## config.mk

```make
export PLATFORM = sky130hd
export DESIGN_NAME = i2c_target_core
export DESIGN_NICKNAME = d
export VERILOG_FILES = /design/src/rtl/i2c_pkg.sv /design/src/rtl/i2c_line_sync.sv /design/src/rtl/i2c_target_core.sv
export SDC_FILE = /design/constraint.sdc
export NUM_CORES = 1
export LEC_CHECK = 0
export CORE_UTILIZATION = 35
export CTS_CLUSTER_DIAMETER = 40
export CTS_CLUSTER_SIZE = 25
export DETAILED_ROUTE_END_ITERATION = 10
export GPL_TIMING_DRIVEN = 0
export MAX_ROUTING_LAYER = met4
export PLACE_DENSITY = 0.63
export SLEW_MARGIN = 30
export SYNTH_ARGS = -nofsm -noshare
export SYNTH_HDL_FRONTEND = slang
export SYNTH_SLANG_ARGS = --single-unit
```

## constraint.sdc

```tcl
create_clock -name clk -period 2.5 [get_ports clk]
set_clock_uncertainty 0.2 [all_clocks]
set_input_delay 0.5 -clock clk [delete_from_list [all_inputs] [get_ports clk]]
set_output_delay 0.5 -clock clk [all_outputs]
set_load 0.01 [all_outputs]
```

## src/rtl/i2c_pkg.sv

```systemverilog
// Shared state encoding and bus constants for the I2C target core.
package i2c_pkg;

    typedef enum logic [3:0] {
        IDLE,
        ADDR,
        ADDR_ACK,
        WR_DATA,
        WR_ACK,
        RD_LOAD,
        RD_DATA,
        RD_ACK,
        WAIT_STOP
    } i2c_state_e;

    localparam logic RW_READ = 1'b1;
    localparam logic ACK     = 1'b0;
    localparam logic NACK    = 1'b1;
    localparam int   ADDR_W  = 7;
    localparam int   BYTE_W  = 8;

endpackage

```

## src/rtl/i2c_line_sync.sv

```systemverilog
// Synchronizes the asynchronous SCL/SDA bus levels and derives edge, START and STOP events.
module i2c_line_sync #(
    parameter int SYNC_STAGES = 2
) (
    input  logic clk,
    input  logic rst,
    input  logic scl_i,
    input  logic sda_i,
    output logic scl_s,
    output logic sda_s,
    output logic scl_rise,
    output logic scl_fall,
    output logic start,
    output logic stop
);

    logic [SYNC_STAGES-1:0] scl_sync;
    logic [SYNC_STAGES-1:0] sda_sync;
    logic                   scl_hist;
    logic                   sda_hist;

    // Reset to the idle bus level so leaving reset never fakes an edge on a quiet bus.
    always_ff @(posedge clk) begin
        if (rst) begin
            scl_sync <= '1;
            sda_sync <= '1;
            scl_hist <= 1'b1;
            sda_hist <= 1'b1;
        end else begin
            scl_sync[0] <= scl_i;
            sda_sync[0] <= sda_i;
            for (int i = 1; i < SYNC_STAGES; i++) begin
                scl_sync[i] <= scl_sync[i-1];
                sda_sync[i] <= sda_sync[i-1];
            end
            scl_hist <= scl_s;
            sda_hist <= sda_s;
        end
    end

    assign scl_s    = scl_sync[SYNC_STAGES-1];
    assign sda_s    = sda_sync[SYNC_STAGES-1];
    assign scl_rise = scl_s & ~scl_hist;
    assign scl_fall = ~scl_s & scl_hist;
    // SDA may only move while SCL is low, except for START/STOP; require SCL high on both samples.
    assign start    = scl_s & scl_hist & sda_hist & ~sda_s;
    assign stop     = scl_s & scl_hist & ~sda_hist & sda_s;

endmodule

```

## src/rtl/i2c_target_core.sv

```systemverilog
// I2C target with a 7-bit address: writes surface on data_o, reads pull bytes from a valid/ready producer.
module i2c_target_core
    import i2c_pkg::*;
#(
    parameter logic [ADDR_W-1:0] SLAVE_ADDRESS = 7'h21,
    parameter int                SYNC_STAGES   = 2
) (
    input  logic              clk,
    input  logic              rst,
    input  logic              scl_i,
    input  logic              sda_i,
    output logic              scl_o,
    output logic              sda_o,
    input  logic [BYTE_W-1:0] data_i,
    input  logic              data_i_valid,
    output logic              data_i_ready,
    output logic [BYTE_W-1:0] data_o,
    output logic              data_o_valid
);

    logic scl_s, sda_s, scl_rise, scl_fall, start, stop;

    i2c_line_sync #(
        .SYNC_STAGES(SYNC_STAGES)
    ) u_line_sync (
        .clk     (clk),
        .rst     (rst),
        .scl_i   (scl_i),
        .sda_i   (sda_i),
        .scl_s   (scl_s),
        .sda_s   (sda_s),
        .scl_rise(scl_rise),
        .scl_fall(scl_fall),
        .start   (start),
        .stop    (stop)
    );

    i2c_state_e        state_q, state_d;
    logic [3:0]        cnt_q, cnt_d;
    logic [BYTE_W-1:0] shreg_q, shreg_d;
    logic              sda_q, sda_d;
    logic              scl_q, scl_d;
    logic [BYTE_W-1:0] data_o_q, data_o_d;
    logic              vld_q, vld_d;
    logic              load;

    always_ff @(posedge clk) begin
        if (rst) begin
            state_q  <= IDLE;
            cnt_q    <= '0;
            sda_q    <= 1'b1;
            scl_q    <= 1'b1;
            data_o_q <= '0;
            vld_q    <= 1'b0;
        end else begin
            state_q  <= state_d;
            cnt_q    <= cnt_d;
            sda_q    <= sda_d;
            scl_q    <= scl_d;
            data_o_q <= data_o_d;
            vld_q    <= vld_d;
        end
        shreg_q <= shreg_d;
    end

    always_comb begin
        state_d  = state_q;
        cnt_d    = cnt_q;
        shreg_d  = shreg_q;
        sda_d    = sda_q;
        scl_d    = scl_q;
        data_o_d = data_o_q;
        vld_d    = 1'b0;
        load     = 1'b0;

        if (stop) begin
            state_d = IDLE;
            cnt_d   = '0;
            sda_d   = 1'b1;
            scl_d   = 1'b1;
        end else if (start) begin
            state_d = ADDR;
            cnt_d   = '0;
            sda_d   = 1'b1;
            scl_d   = 1'b1;
        end else begin
            case (state_q)
                IDLE: ;
                ADDR: begin
                    if (scl_rise) begin
                        shreg_d = {shreg_q[BYTE_W-2:0], sda_s};
                        cnt_d   = cnt_q + 4'd1;
                        if (cnt_q == 4'd7) begin
                            cnt_d   = '0;
                            state_d = (shreg_q[ADDR_W-1:0] == SLAVE_ADDRESS) ? ADDR_ACK : WAIT_STOP;
                        end
                    end
                end
                // cnt_q marks whether the ACK bit is already being driven; the R/W bit stays in shreg_q[0].
                ADDR_ACK, WR_ACK: begin
                    if (scl_fall) begin
                        if (cnt_q == 4'd0) begin
                            sda_d = ACK;
                            cnt_d = 4'd1;
                        end else begin
                            sda_d = 1'b1;
                            cnt_d = '0;
                            if (state_q == ADDR_ACK && shreg_q[0] == RW_READ)
                                state_d = RD_LOAD;
                            else
                                state_d = WR_DATA;
                        end
                    end
                end
                WR_DATA: begin
                    if (scl_rise) begin
                        shreg_d = {shreg_q[BYTE_W-2:0], sda_s};
                        cnt_d   = cnt_q + 4'd1;
                        if (cnt_q == 4'd7) begin
                            cnt_d    = '0;
                            data_o_d = {shreg_q[BYTE_W-2:0], sda_s};
                            vld_d    = 1'b1;
                            state_d  = WR_ACK;
                        end
                    end
                end
                // Stretch SCL until the producer has a byte; the MSB goes out as soon as it is latched.
                RD_LOAD: begin
                    if (data_i_valid && !scl_s) begin
                        load    = 1'b1;
                        shreg_d = data_i;
                        sda_d   = data_i[BYTE_W-1];
                        scl_d   = 1'b1;
                        cnt_d   = '0;
                        state_d = RD_DATA;
                    end else begin
                        scl_d = 1'b0;
                    end
                end
                RD_DATA: begin
                    if (scl_fall) begin
                        if (cnt_q == 4'd7) begin
                            sda_d   = 1'b1;
                            cnt_d   = '0;
                            state_d = RD_ACK;
                        end else begin
                            shreg_d = {shreg_q[BYTE_W-2:0], shreg_q[BYTE_W-1]};
                            sda_d   = shreg_q[BYTE_W-2];
                            cnt_d   = cnt_q + 4'd1;
                        end
                    end
                end
                RD_ACK: begin
                    if (scl_rise) begin
                        if (sda_s == NACK)
                            state_d = WAIT_STOP;
                        else
                            cnt_d = 4'd1;
                    end else if (scl_fall && cnt_q == 4'd1) begin
                        cnt_d   = '0;
                        state_d = RD_LOAD;
                    end
                end
                WAIT_STOP: ;
                default: state_d = IDLE;
            endcase
        end
    end

    assign scl_o        = scl_q;
    assign sda_o        = sda_q;
    assign data_o       = data_o_q;
    assign data_o_valid = vld_q;
    assign data_i_ready = load & ~rst;

endmodule

```

==> report_table.html <==
<table>
<tr><th>Metric</th><th>Value</th></tr>
<tr><th colspan="2">Route</th></tr>
<tr><td>DRC marker count from the first detailed-route iteration</td><td>93</td></tr>
<tr><td>Count of TritonRoute iterations in the first routing pass</td><td>4</td></tr>
<tr><td>Post-detailed-route wirelength per cell</td><td>14.05 microns</td></tr>
<tr><td>Via count</td><td>1577</td></tr>
<tr><td>Via density</td><td>5.120</td></tr>
<tr><td>DRC violation count after routing</td><td>0</td></tr>
<tr><td>Final wirelength</td><td>4.327 mm</td></tr>
<tr><td>Remaining number of nets flagged by the antenna check after routing</td><td>0</td></tr>
<tr><th colspan="2">Status</th></tr>
<tr><td>Result of the run</td><td>finished clean</td></tr>
<tr><th colspan="2">Power and ir drop</th></tr>
<tr><td>Switching share of power</td><td>0.2660</td></tr>
<tr><td>Proportion of power drawn by combinational gates</td><td>0.142</td></tr>
<tr><td>Total power</td><td>1.104 mW</td></tr>
<tr><td>Fraction of power consumed by the clock network</td><td>0.349</td></tr>
<tr><td>Internal power contribution</td><td>0.8104 mW</td></tr>
<tr><td>Part of the power in registers</td><td>0.509</td></tr>
<tr><td>Sw Pwr</td><td>0.2936 mW</td></tr>
<tr><td>Worst supply voltage drop on vdd</td><td>0.2964 mV</td></tr>
<tr><td>Leakage component of the power</td><td>0.7915 nW</td></tr>
<tr><td>Power per Cell Area</td><td>489.1 nW/um^2</td></tr>
<tr><th colspan="2">CTS</th></tr>
<tr><td>Hold buffer count at cts</td><td>0</td></tr>
<tr><td>Clock Path Buffers</td><td>2</td></tr>
<tr><td>TritonCTS clock tree</td><td>done</td></tr>
<tr><td>Inserted Clock Buffers</td><td>5</td></tr>
<tr><td>Clock insertion delay at the later pin of the skew report</td><td>0.29 ns</td></tr>
<tr><td>Worst-path clk slew</td><td>0.07 ns</td></tr>
<tr><td>H-tree lvl count</td><td>2</td></tr>
<tr><td>Buffer cell driving the clock tree root</td><td>clkbuf_8</td></tr>
<tr><td>Number of sinks driven by the clock tree</td><td>33</td></tr>
<tr><th colspan="2">Timing</th></tr>
<tr><td>Smallest hold slack</td><td>0.2102 ns</td></tr>
<tr><td>Worst slew margin</td><td>0.5063</td></tr>
<tr><td>Tightest Pin Transition</td><td>0.7371 ns</td></tr>
<tr><td>Final cycle utilization of the critical path</td><td>0.9189</td></tr>
<tr><td>Finish-stage setup viols</td><td>0</td></tr>
<tr><td>Final hold violation count</td><td>0</td></tr>
<tr><td>Min cycle time layout</td><td>2.297 ns</td></tr>
<tr><td>Total count of max-transition violations in the final report</td><td>0</td></tr>
<tr><td>Post-route worst setup slack</td><td>0.2027 ns</td></tr>
<tr><td>RSZ-0062 raised after global routing</td><td>no</td></tr>
<tr><td>Achievable Freq</td><td>435.3 MHz</td></tr>
<tr><th colspan="2">Logic synthesis</th></tr>
<tr><td>Post-synth cell types</td><td>56</td></tr>
<tr><td>Register bit count reported by yosys</td><td>33</td></tr>
<tr><td>Fraction of registers with async set or reset after synthesis</td><td>0</td></tr>
<tr><td>Count of warnings emitted by yosys</td><td>0</td></tr>
<tr><td>Dominant cell type by area after synthesis</td><td>dfxtp_1</td></tr>
<tr><td>Number of synthesized flops with an enable pin</td><td>8</td></tr>
<tr><td>Sequential share of the synthesized area</td><td>0.3995</td></tr>
<tr><td>Post-synth design cell area</td><td>1854 sq um</td></tr>
<tr><td>Top FF cell, synth</td><td>dfxtp_1</td></tr>
<tr><td>Synthesized area divided by synthesized cell count</td><td>8.915 sq um</td></tr>
<tr><td>Post-synthesis instance total</td><td>208</td></tr>
<tr><td>Syn Nets</td><td>224</td></tr>
<tr><td>Synth top area cells</td><td>dfxtp_1 27%, edfxtp_1 13%, nand2_1 5.5%, a21oi_1 4.9%, mux2_2 3.0%</td></tr>
<tr><td>Proportion of netlist area held by the largest area contributor</td><td>0.2699</td></tr>
<tr><th colspan="2">Layout</th></tr>
<tr><td>Top library cells by usage in the layout, fill and taps aside</td><td>27 x nand2_1, 24 x dfxtp_1, 22 x clkdlybuf4s50_1</td></tr>
<tr><td>Post-layout net count</td><td>253</td></tr>
<tr><td>Final antenna diode count</td><td>0</td></tr>
<tr><td>Share of layout cells above drive strength 1</td><td>0.1597</td></tr>
<tr><td>Area growth from synthesis to final layout</td><td>21.73%</td></tr>
<tr><td>Most common cell after layout, fill and taps aside</td><td>nand2_1</td></tr>
<tr><td>Post-route design area</td><td>2257 sq um</td></tr>
<tr><td>Number of inserted filler cells in the final layout</td><td>531</td></tr>
<tr><td>Final core occ</td><td>0.4419</td></tr>
<tr><th colspan="2">Place</th></tr>
<tr><td>HPWL reported at the end of detailed placement</td><td>3.225 mm</td></tr>
<tr><td>Count of port buffers added during placement</td><td>23</td></tr>
<tr><td>Cell Area, Placed</td><td>2177 sq um</td></tr>
<tr><td>DP Worst Slack</td><td>-0.05083 ns</td></tr>
<tr><td>Routability congestion estimate</td><td>0.9559</td></tr>
<tr><th colspan="2">GRT</th></tr>
<tr><td>Final global-route overflow total</td><td>0</td></tr>
<tr><td>GR Util All Layers</td><td>0.1740</td></tr>
<tr><td>Wire length of the first global-routing pass</td><td>6.989 mm</td></tr>
<tr><td>Initial antenna violation count</td><td>0</td></tr>
<tr><td>Maximum number of pins on one net before global-route repair</td><td>16</td></tr>
<tr><td>Number of global-route vias before repair</td><td>1434</td></tr>
<tr><th colspan="2">Floorplanning</th></tr>
<tr><td>Die Outline Area</td><td>5593 sq um</td></tr>
<tr><td>Area inside the core boundary</td><td>5107 sq um</td></tr>
<tr><td>Die extent in y</td><td>74.79 microns</td></tr>
<tr><td>Die width</td><td>74.79 microns</td></tr>
<tr><td>IO Pins</td><td>25</td></tr>
<tr><td>Starting Density</td><td>0.3631</td></tr>
<tr><td>Standard-cell row count</td><td>26</td></tr>
<tr><th colspan="2">Setup path</th></tr>
<tr><td>Crit. End Element</td><td>primary output</td></tr>
<tr><td>Required time worst endpoint</td><td>1.80 ns</td></tr>
<tr><td>Crit path DAT</td><td>1.60 ns</td></tr>
<tr><td>Highest net fanout along the worst path</td><td>8</td></tr>
<tr><td>Startpoint types</td><td>flop</td></tr>
<tr><td>Critical path class</td><td>reg2out</td></tr>
<tr><th colspan="2">Flow run</th></tr>
<tr><td>Count of maximum capacitance violations</td><td>0</td></tr>
<tr><th colspan="2">Worst hold path</th></tr>
<tr><td>Classification of the worst-slack hold path</td><td>reg2reg</td></tr>
</table>
==> critical path, stage by stage, from the launching register on <==
cell           delay (ns)
dfxtp_2              0.43
xor2_1               0.26
a31o_2               0.28
nor2_1               0.06
dlygate4sd2_1        0.28
==> Yosys cell counts (all sizes together), types with 4 or more instances <==
| cell type | n |
|---|---|
| mux2 | 5 |
| a211oi | 4 |
| nand2 | 27 |
| clkbuf | 5 |
| or2 | 6 |
| inv | 5 |
| a21oi | 18 |
| o21ai | 9 |
| nor2 | 9 |
| nand2b | 8 |
| edfxtp | 8 |
| nand3 | 7 |
| dfxtp | 25 |
| nor3 | 8 |
| buf | 11 |
| nor3b | 4 |
==> power groups by stage <==
| stage | Sequential [mW] | Clock [mW] | Combinational (mW) |
|---|---|---|---|
| after floorplan | 0.571 | 0 | 0.110 |
| after global placement | 0.572 | 0 | 0.157 |
| after detailed placement | 0.572 | 0 | 0.157 |
| after CTS | 0.562 | 0.396 | 0.156 |
| after global routing | 0.563 | 0.424 | 0.173 |
| final | 0.562 | 0.385 | 0.157 |
==> metal layers <==
| layer | global-route usage | vias up | routed length, microns |
|---|---|---|---|
| li1 | - | 815 | - |
| met1 | 0.2399 | 720 | 2179 |
| met2 | 0.2472 | 37 | 1921 |
| met3 | 0.03614 | 5 | 178 |
| met4 | 0.06918 | 0 | 48 |
| met5 | - | - | 0 |
==> area by class of cell <==
| class | count | area, sq um | area share |
|---|---|---|---|
| Clock inverter | 3 | 12.51 | 0.005543 |
| Buffer | 14 | 85.08 | 0.03769 |
| Inverter | 5 | 18.77 | 0.008315 |
| Timing Repair Buffer | 24 | 236.5 | 0.1048 |
| Sequential cell | 33 | 742.0 | 0.3287 |
| Multi-Input combinational cell | 154 | 1006 | 0.4457 |
| Tap cell | 70 | 87.58 | 0.03880 |
| Clock buffer | 5 | 68.82 | 0.03049 |
==> timing repair <==
action,in CTS,in global routing
buffers inserted,1,0
setup endpoints to repair,1,0
resized for setup,2,0
==> sequential cells by signal (all words and copies together) (netlist names) <==
| signal | flops |
|---|---|
| u_line_sync.sda_hist | 1 |
| shreg_q | 8 |
| data_o | 8 |
| u_line_sync.sda_sync | 2 |
| u_line_sync.scl_sync | 2 |
| cnt_q | 4 |
| sda_o | 1 |
| state_q | 4 |
| data_o_valid | 1 |
| scl_o | 1 |
| u_line_sync.scl_hist | 1 |
==> final timing paths <==
check,startpoint,to,slack [ns],cells after the start
max,u_line_sync.sda_sync[1],data_i_ready,0.20,4
min,u_line_sync.scl_sync[0],u_line_sync.scl_sync[1],0.21,1
max reg2reg,state_q[2],shreg_q[1],0.26,6
min reg2reg,u_line_sync.scl_sync[0],u_line_sync.scl_sync[1],0.21,1
==> stage by stage <==
step	TNS, ns	instances
final	0	308
after CTS	0	308
after floorplan	0	208
after detailed placement	-0.4259	301
after global routing	0	308
after global placement	-3.217	301
==> cells by family (layout without fill, tap and decap cells) <==
logic type	Yosys count	count (layout)	synth area share
and+or+nand+nor	91	91	0.2753
DFF	33	33	0.3995
adders and majority gates	3	3	0.02025
buffers and inverters	21	51	0.06073
xor gates and xnor gates	2	2	0.009448
AOI/OAI and AO/OA	50	50	0.1883
muxes	8	8	0.04656
Note: power is estimated with default switching activity, not from simulation.
==> RTL change, RTL diff (same settings) <==
`SYNC_STAGES` is set to 2 in 2 places; all go to 4.
--- a/src/rtl/i2c_line_sync.sv
+++ b/src/rtl/i2c_line_sync.sv
@@ -1,6 +1,6 @@
 // Synchronizes the asynchronous SCL/SDA bus levels and derives edge, START and STOP events.
 module i2c_line_sync #(
-    parameter int SYNC_STAGES = 2
+    parameter int SYNC_STAGES = 4
 ) (
     input  logic clk,
     input  logic rst,
--- a/src/rtl/i2c_target_core.sv
+++ b/src/rtl/i2c_target_core.sv
@@ -3,7 +3,7 @@
     import i2c_pkg::*;
 #(
     parameter logic [ADDR_W-1:0] SLAVE_ADDRESS = 7'h21,
-    parameter int                SYNC_STAGES   = 2
+    parameter int                SYNC_STAGES   = 4
 ) (
     input  logic              clk,
     input  logic              rst,
Behaviour: no difference found for any inputs over 10 cycles, from zero or initial values and one cycle with rst high; that may be too few to reach the edited logic, so the function may still have changed.
==> RTL change against the original RTL <==
Critical path depth grew 1; non-clock buffer count shrank 1; count of clock-buffer cells in the layout is the same; cell area grew 5.7%; area after synthesis grew 3.6%; sequential cell count grew 4; first-iteration DRC count grew 9.7%; sequential share of layout area grew 1.7 points; wire length shrank 2.7%; fmax shrank 2.9%; setup slack lost 0.070 ns; final cell count shrank 1.6%; critical endpoint unchanged; largest cell class unchanged.
Power is not compared: it rests on default switching activity, and its combinational part moved more than twofold at a synthesized area within 25%.
==> RTL change: results (changes against the original RTL) <==
status = completed
most numerous cell in the Yosys netlist = dfxtp_1
Worst EP arrival = 1.67 ns (+0.07 ns)
H-Tree Depth = 2 (unchanged)
syn_area_per_cell = 9.56 um2 (+7.2%)
most frequent cells after synthesis = dfxtp_1, nor2_1, o21ai_0
sequential fraction of the synthesis area = 42.7% (+2.8 points)
IO Port Bufs = 24 (+4.3%)
Area after DPL = 0.00225 mm2 (+3.3%)
Worst path slowest cell = dfxtp_4
Total Routing Usage GR = 16.4% (-0.97 points)
Worst VDD drop = 313 uV
GRT met3 Usage = 3.59% (-0.022 points)
syn_nets = 217 (-3.1%)
HPWL Detailed = 3.09 mm (-4.3%)
clock-pin slew on the worst setup and hold paths = 0.07 ns (about the same)
Post-synth EDFFs = 8 (unchanged)
initial DRC count = 102 (+9.7%)
post-synthesis cell type count = 55 (-1.8%)
vias in the first global route = 1513 (+5.5%)
placed cells = 295 (-2.0%)
Max-slew headroom = 56.2% (+5.6 points)
DR pass1 iterations = 4 (unchanged)
Max clock buf depth = 2 (unchanged)
Synth area leaders = dfxtp_1, edfxtp_1, nor2_1
share of layout cells above drive strength 1 = 20.6% (+4.6 points)
R2R cell count = 6 (unchanged)
ys async rst share = 0% (unchanged)
global placement routability congestion = 0.873 (-8.7%)
vias per cell = 5.16 (+0.75%)
TritonCTS Buffers = 5 (unchanged)
Antenna diodes = 0 (unchanged)
first-pass GRT wire length = 7.26 mm (+3.8%)
GR Util met2 = 25.4% (+0.64 points)
# nets final = 248 (-2.0%)
delay-heaviest family, CP = simple AND/OR/NAND/NOR gates
Leak = 0.000899 uW
Routed WL per cell = 13.9 um (-1.1%)
Hold/Removal Path Class = reg -> reg
Hold Path Depth = 1 (unchanged)
met1 GRT Util = 20.4% (-3.6 points)
CP Max Fanout = 8 (unchanged)
Yosys warning count = 0 (unchanged)
drt total wl = 4.21 mm (-2.7%)
largest net degree at the start of global routing = 13 (-3)
initial antenna violation count = 0 (unchanged)
delay of the slowest critical-path stage = 0.38 ns (-0.05 ns)
-- RTL change: metrics by stage --
stage | power [uW] | worst slack [ns] | TNS, ns
final | 1180 | 0.133 | 0
after global routing | 1220 | 0.0449 | 0
after CTS | 1190 | 0.123 | 0
after detailed placement | 677 | -0.331 | -0.331
after global placement | 677 | -0.330 | -0.330
after floorplan | 650 | 0.475 | 0
-- RTL change: report_power, final --
part | internal, uW | switching, uW | total (uW)
Clock | 294 | 219 | 512
Combinational | 29.0 | 21.4 | 50.4
Sequential | 611 | 3.54 | 614
Total | 934 | 243 | 1180
-- RTL change: final timing paths --
path | startpoint | to | slack (ns)
worst max-delay path | u_line_sync.sda_sync[3] | data_i_ready | 0.13
worst min-delay path | u_line_sync.sda_sync[0] | u_line_sync.sda_sync[1] | 0.21
worst min register to register | u_line_sync.sda_sync[0] | u_line_sync.sda_sync[1] | 0.21
worst max register to register | state_q[1] | shreg_q[1] | 0.17
-- RTL change: layer usage --
metal	vias to the layer above	wire length, um
met1	724	1990
met3	4	232
met4	0	57
met2	52	1930
li1	783	-
met5	-	0
-- RTL change: repair_timing --
item	in CTS	in global routing
pin swaps	2	0
resized for setup	6	1
buffers inserted	2	0
endpoints found under the setup margin	1	1
-- RTL change: cells by family after synthesis --
family	Yosys count	synth area share, %
xor+xnor	3	1.37
flops	37	42.7
buf+inv	21	4.69
mux	13	7.10
fa+ha+maj	3	1.95
simple gates	83	26.2
compound gates	41	16.0
-- RTL change: cell type report --
type | instances | area, um2
Clock buffer | 5 | 68.8
Buffer | 11 | 52.6
Sequential cell | 37 | 825
Multi-Input combinational cell | 143 | 1030
Fill cell | 522 | 2820
Timing Repair Buffer | 26 | 254
Inverter | 8 | 30.0
Clock inverter | 3 | 41.3
Tap cell | 70 | 87.6
-- RTL change: worst reg2reg max path, delay by kind of cell, from the launching register on --
family / cells / cell delay [ns]
and+or+nand+nor: 3 / 0.90
AOI/OAI and AO/OA: 1 / 0.18
DFF: 1 / 0.32
buffers and inverters: 2 / 0.39
